===== config.mk =====
export PLATFORM = sky130hd
export DESIGN_NAME = axi_lite_bram_responder
export DESIGN_NICKNAME = d
export VERILOG_FILES = /design/src/rtl/axi_lite_pkg.sv /design/src/rtl/axi_lite_bram_responder.sv
export SDC_FILE = /design/constraint.sdc
export NUM_CORES = 1
export LEC_CHECK = 0
export ABC_CLOCK_PERIOD_IN_PS = 2950
export BUFFER_PORTS_ARGS = -buffer_cell sky130_fd_sc_hd__buf_2
export CAP_MARGIN = 10
export CORE_MARGIN = 2
export CORE_UTILIZATION = 39
export DETAILED_ROUTE_END_ITERATION = 10
export GPL_ROUTABILITY_DRIVEN = 0
export PLACE_DENSITY = 0.79
export SYNTH_ARGS = -nofsm -noshare
export SYNTH_HDL_FRONTEND = slang
export SYNTH_SLANG_ARGS = --single-unit
export TNS_END_PERCENT = 50

===== constraint.sdc =====
create_clock -name clk -period 2.95 [get_ports clk]
set_input_delay 0.1475 -clock clk [delete_from_list [all_inputs] [get_ports clk]]
set_output_delay 0.1475 -clock clk [all_outputs]
set_load 0.01 [all_outputs]

===== src/rtl/axi_lite_pkg.sv =====
// Shared AXI4-Lite definitions: response codes and the responder FSM state encoding.
package axi_lite_pkg;

    localparam logic [1:0] RESP_OKAY   = 2'b00;
    localparam logic [1:0] RESP_SLVERR = 2'b10;
    localparam logic [1:0] RESP_DECERR = 2'b11;

    typedef enum logic [2:0] {
        ST_IDLE  = 3'd0,
        ST_WCAP  = 3'd1,
        ST_WBRAM = 3'd2,
        ST_WRESP = 3'd3,
        ST_RBRAM = 3'd4,
        ST_RWAIT = 3'd5,
        ST_RRESP = 3'd6
    } state_t;

endpackage


===== src/rtl/axi_lite_bram_responder.sv =====
// AXI4-Lite slave bridging single-word reads/writes onto BRAM port A.
// One transaction in flight at a time; read/write collisions alternate priority.
module axi_lite_bram_responder
    import axi_lite_pkg::*;
#(
    parameter int ADDR_W   = 32,
    parameter int DATA_W   = 32,
    parameter int BRAM_AW  = 10,
    parameter int BRAM_LAT = 1
) (
    input  logic                  clk,
    input  logic                  rstn,
    input  logic [ADDR_W-1:0]     s_awaddr,
    input  logic                  s_awvalid,
    output logic                  s_awready,
    input  logic [DATA_W-1:0]     s_wdata,
    input  logic [DATA_W/8-1:0]   s_wstrb,
    input  logic                  s_wvalid,
    output logic                  s_wready,
    output logic [1:0]            s_bresp,
    output logic                  s_bvalid,
    input  logic                  s_bready,
    input  logic [ADDR_W-1:0]     s_araddr,
    input  logic                  s_arvalid,
    output logic                  s_arready,
    output logic [DATA_W-1:0]     s_rdata,
    output logic [1:0]            s_rresp,
    output logic                  s_rvalid,
    input  logic                  s_rready,
    output logic                  bram_clk,
    output logic                  bram_rst,
    output logic                  bram_en,
    output logic [DATA_W/8-1:0]   bram_we,
    output logic [BRAM_AW-1:0]    bram_addr,
    output logic [DATA_W-1:0]     bram_din,
    input  logic [DATA_W-1:0]     bram_dout
);

    localparam int STRB_W = DATA_W / 8;
    localparam int CNT_W  = $clog2(BRAM_LAT) + 1;

    state_t              state_reg;
    state_t              state_next;
    logic                last_wr_reg;
    logic                aw_done_reg;
    logic                w_done_reg;
    logic [BRAM_AW-1:0]  waddr_reg;
    logic                decerr_reg;
    logic [DATA_W-1:0]   wdata_reg;
    logic [STRB_W-1:0]   wstrb_reg;
    logic [1:0]          bresp_reg;
    logic [DATA_W-1:0]   rdata_reg;
    logic [1:0]          rresp_reg;
    logic [CNT_W-1:0]    lat_cnt_reg;
    logic                bram_rst_reg;

    logic wr_req;
    logic rd_go;
    logic wr_go;
    logic aw_hs;
    logic w_hs;
    logic aw_have;
    logic w_have;

    // Byte-address bits [1:0] select a byte lane only; word access ignores them.
    logic unused_addr_bits;
    assign unused_addr_bits = ^{s_awaddr[1:0], s_araddr[1:0]};

    // Any set bit above the BRAM word range is a decode error; no aliasing.
    function automatic logic out_of_range(input logic [ADDR_W-1:0] addr);
        return (addr >> (BRAM_AW + 2)) != '0;
    endfunction

    assign wr_req  = s_awvalid | s_wvalid;
    assign rd_go   = (state_reg == ST_IDLE) && s_arvalid && (!wr_req || last_wr_reg);
    assign wr_go   = (state_reg == ST_IDLE) && wr_req && !rd_go;
    assign aw_hs   = s_awvalid && s_awready;
    assign w_hs    = s_wvalid && s_wready;
    assign aw_have = aw_done_reg || aw_hs;
    assign w_have  = w_done_reg || w_hs;

    always_ff @(posedge clk or negedge rstn) begin
        if (!rstn) begin
            state_reg <= ST_IDLE;
        end else begin
            state_reg <= state_next;
        end
    end

    always_comb begin
        state_next = state_reg;
        unique case (state_reg)
            ST_IDLE: begin
                if (rd_go) begin
                    state_next = ST_RBRAM;
                end else if (wr_go) begin
                    state_next = ST_WCAP;
                end
            end
            ST_WCAP: begin
                if (aw_have && w_have) begin
                    state_next = ST_WBRAM;
                end
            end
            ST_WBRAM: state_next = ST_WRESP;
            ST_WRESP: begin
                if (s_bready) begin
                    state_next = ST_IDLE;
                end
            end
            ST_RBRAM: state_next = ST_RWAIT;
            ST_RWAIT: begin
                if (lat_cnt_reg == '0) begin
                    state_next = ST_RRESP;
                end
            end
            ST_RRESP: begin
                if (s_rready) begin
                    state_next = ST_IDLE;
                end
            end
            default: state_next = ST_IDLE;
        endcase
    end

    always_comb begin
        s_awready = 1'b0;
        s_wready  = 1'b0;
        s_arready = 1'b0;
        s_bvalid  = 1'b0;
        s_rvalid  = 1'b0;
        bram_en   = 1'b0;
        bram_we   = '0;
        unique case (state_reg)
            ST_IDLE:  s_arready = rd_go;
            ST_WCAP: begin
                s_awready = !aw_done_reg;
                s_wready  = !w_done_reg;
            end
            ST_WBRAM: begin
                bram_en = !decerr_reg;
                bram_we = decerr_reg ? '0 : wstrb_reg;
            end
            ST_WRESP: s_bvalid = 1'b1;
            ST_RBRAM: bram_en  = !decerr_reg;
            ST_RWAIT: ;
            ST_RRESP: s_rvalid = 1'b1;
            default: ;
        endcase
    end

    always_ff @(posedge clk or negedge rstn) begin
        if (!rstn) begin
            last_wr_reg <= 1'b0;
            aw_done_reg <= 1'b0;
            w_done_reg  <= 1'b0;
            waddr_reg   <= '0;
            decerr_reg  <= 1'b0;
            wdata_reg   <= '0;
            wstrb_reg   <= '0;
            bresp_reg   <= RESP_OKAY;
            rdata_reg   <= '0;
            rresp_reg   <= RESP_OKAY;
            lat_cnt_reg <= '0;
        end else begin
            unique case (state_reg)
                ST_IDLE: begin
                    if (rd_go) begin
                        last_wr_reg <= 1'b0;
                        waddr_reg   <= s_araddr[BRAM_AW+1:2];
                        decerr_reg  <= out_of_range(s_araddr);
                    end else if (wr_go) begin
                        last_wr_reg <= 1'b1;
                        aw_done_reg <= 1'b0;
                        w_done_reg  <= 1'b0;
                    end
                end
                ST_WCAP: begin
                    if (aw_hs) begin
                        aw_done_reg <= 1'b1;
                        waddr_reg   <= s_awaddr[BRAM_AW+1:2];
                        decerr_reg  <= out_of_range(s_awaddr);
                    end
                    if (w_hs) begin
                        w_done_reg <= 1'b1;
                        wdata_reg  <= s_wdata;
                        wstrb_reg  <= s_wstrb;
                    end
                end
                ST_WBRAM: bresp_reg <= decerr_reg ? RESP_DECERR : RESP_OKAY;
                ST_RBRAM: lat_cnt_reg <= CNT_W'(BRAM_LAT - 1);
                ST_RWAIT: begin
                    if (lat_cnt_reg == '0) begin
                        rdata_reg <= decerr_reg ? '0 : bram_dout;
                        rresp_reg <= decerr_reg ? RESP_DECERR : RESP_OKAY;
                    end else begin
                        lat_cnt_reg <= lat_cnt_reg - 1'b1;
                    end
                end
                default: ;
            endcase
        end
    end

    // Held in reset one extra cycle so the BRAM sees a clean edge after rstn rises.
    always_ff @(posedge clk or negedge rstn) begin
        if (!rstn) begin
            bram_rst_reg <= 1'b1;
        end else begin
            bram_rst_reg <= 1'b0;
        end
    end

    assign bram_clk  = clk;
    assign bram_rst  = bram_rst_reg;
    assign bram_addr = waddr_reg;
    assign bram_din  = wdata_reg;
    assign s_bresp   = bresp_reg;
    assign s_rdata   = rdata_reg;
    assign s_rresp   = rresp_reg;

endmodule

==> metrics.md <==
| Metric | Value |
|---|---|
| DR vias/cell | 4.80 |
| Final Hold Fails | 0 |
| Int Power | 3050 µW |
| EDFF count, synth | 0 |
| R2r startpoint | state_reg[1] |
| Global Route Usage Sum | 0.226 |
| ANT nets after route | 0 |
| Met1 wire length | 4790 µm |
| Setup CP Type | register to register |
| Initial Util | 0.403 |
| Placement Cell Area | 5120 µm² |
| Wire length on met2 | 6270 µm |
| Combinational Power Share | 0.382 |
| Reg area | 2200 µm² |
| Psw | 1580 µW |
| Min-delay src | s_awaddr[8] |
| Switching part of the total | 0.342 |
| Largest family of logic cells by synthesized area | multiplexers |
| Multi-input logic area | 1570 µm² |
| Pwr Total | 4640 µW |
| Vias in the first global route | 3,925 |
| Die Y | 105 µm |
| Largest net degree at the start of global routing | 89 |
| Sequential-to-total area share from yosys stat | 0.559 |
| WL per Instance | 15.2 µm |
| Power per Cell Area | 756 nW/µm² |
| HPWL Detailed | 7360 µm |
| Rows | 36 |
| Violation count after the first detailed-route iteration | 205 |
| Core box area | 9770 µm² |
| Die W | 105 µm |
| Setup crit start kind | register |
| Fill cells | 756 |
| Unrepaired setup endpoints after global routing | false |
| Maximum vdd drop | 439 µV |
| Sequential share of power | 0.408 |
| Tightest Pin Transition | 0.945 ns |
| Peak Freq | 0.455 GHz |
| Global route overflow | 0 |
| Clock Skews | 0.00670 ns |
| Final net count | 787 |
| Top routing layer used | met4 |
| Vias post-DR | 3,779 |
| I/O Buffers | 224 |
| Initial antenna violation count | 0 |
| Crit end category | register |
| CP Data Arrival Time | 2.53 ns |
| Fraction of the mapped netlist area in adder cells | 0 |
| Synth unique cells | 41 |
| Post-synthesis xor/xnor area fraction | 0.00222 |
| Fraction of final layout cells sized beyond drive strength 1 | 0.458 |
| Worst skew pair latency | 0.44 ns |
| Number of max-cap violations | 0 |
| Io pins | 229 |
| Synth warn | 0 |
| Post-synth net total | 492 |
| Ys flop type | dfrtp_1 |
| Crit path launch | state_reg[1] |
| Worst slew margin | 0.366 |
| Mux cell area share after synthesis | 0.162 |
| First-pass GRT wire length | 19,600 µm |
| Setup violations, final | 0 |
| Total Neg Setup Slack | 0 ns |
| Routed wl met3 | 714 µm |
| Worst Hold Class | primary input to register |
| Clk slew on worst S/H paths | 0.08 ns |
| Post-route cell area | 6140 µm² |
| Avg Synthesized Cell Area | 11.2 µm² |
| CTS tree | yes |
| Clock share of power | 0.209 |
| Final worst path period share | 0.744 |
| Status | finished, final reports clean |
| Asr flop ratio synth | 1.00 |
| Worst hold margin | 0.0244 ns |
| CTS resizes | 0 |
| Worst path required time | 3.28 ns |
| Residual DRC | 0 |
| Post-route minimum period | 2.20 ns |
| Final max-slew violation count | 0 |
| Synth Register Bits | 88 |
| Pleak | 0.00323 µW |
| TritonRoute pass-1 iters | 5 |
| Synth Area in Compound Gates | 0.0780 |
| Mapped Cells | 353 |
| Die area | 10,900 µm² |
| CP max FO | 15 |
| Post-synthesis cell area | 3940 µm² |
| P&R area growth vs syn | 55.6% |
| Synth Area in Simple Gates | 0.154 |
| Total routed wirelength | 12,000 µm |
-- final timing paths --
path | end | slack (ns) | depth (start not counted)
hold reg to reg | s_rdata[31] | 0.48 | 2
setup / recovery | bram_addr[2] | 0.75 | 5
max in group asynchronous | bram_din[27] | 2.31 | 3
setup reg to reg | bram_addr[2] | 0.75 | 5
min in group asynchronous | s_rdata[18] | 0.26 | 3
hold / removal | bram_addr[6] | 0.02 | 4
-- layout make-up --
class,instances,share of cell area
clock inverters,6,0.0110
inverters,5,0.00306
flip-flops and latches,88,0.359
diodes,1,0.000408
clock buffers,14,0.0300
multi-input cells,237,0.256
repair buffers,303,0.314
well taps,133,0.0271
-- layer usage --
metal	vias to the layer above	GRT usage
li1	1788	-
met1	1821	0.266
met2	151	0.388
met3	19	0.0823
met4	0	0.0656
met5	-	0
-- cells in the mapped netlist (2+ instances only) --
| cell | number | area, µm² |
|---|---|---|
| nand4_1 | 2 | 12.5 |
| and2_1 | 4 | 25.0 |
| inv_1 | 4 | 15.0 |
| nor2_1 | 5 | 18.8 |
| o21ai_0 | 35 | 175 |
| dfrtp_1 | 87 | 2180 |
| clkbuf_1 | 14 | 52.6 |
| nor4_1 | 11 | 68.8 |
| buf_2 | 2 | 10.0 |
| nand2_1 | 101 | 379 |
| and3_1 | 2 | 12.5 |
| nand3_1 | 3 | 15.0 |
| o22ai_1 | 4 | 25.0 |
| a21oi_1 | 3 | 15.0 |
| mux2_2 | 16 | 180 |
| buf_4 | 4 | 30.0 |
| buf_12 | 3 | 60.1 |
| mux2_4 | 30 | 450 |
-- power groups by stage --
stage | registers, µW | clock network, µW | logic, µW
detailed placement | 1900 | 20.5 | 1680
CTS | 1880 | 1010 | 1770
global route | 1950 | 1080 | 1930
finish | 1890 | 971 | 1770
floorplan | 1990 | 27.9 | 970
global placement | 1870 | 20.5 | 1630
-- cell families (layout without fill, tap and decap cells) --
group / count (synthesis) / after routing
xor gates and xnor gates: 1 / 1
DFF: 88 / 88
buffers and inverters: 28 / 328
other: 1 / 2
and+or+nand+nor: 135 / 135
muxes: 47 / 47
AOI/OAI and AO/OA: 53 / 53
-- stage by stage --
step | instances | setup WS [ns] | utilization
6_report | 787 | 0.755 | 0.628
5_1_grt | 786 | 0.593 | 0.628
4_1_cts | 786 | 0.787 | 0.628
3_5_place_dp | 690 | 0.811 | 0.524
3_3_place_gp | 690 | 0.893 | 0.524
2_1_floorplan | 353 | 1.21 | -
-- critical path, stage by stage, from the launching register on --
cell and delay (ns):
dfrtp_1 0.55, or3b_4 0.58, nand2_1 0.10, nand2_1 0.05, dlygate4sd3_1 0.54, mux2_2 0.26
-- placed cells by master (no fill, tap or decap), types with 4 or more instances in the layout --
cell             n
buf_2          223
nand2_1        101
dfrtp_1         87
dlygate4sd3_1   77
o21ai_0         35
mux2_4          30
mux2_2          16
clkbuf_8        13
nor4_1          11
nor2_1           5
inv_1            4
and2_1           4
o22ai_1          4
-- repair_timing --
action | CTS | global route
buffers inserted | 0 | 0
hold buffers | 77 | 0
hold endpoints to repair | 162 | 0
No activity file was read; power rests on OpenSTA's default activity.
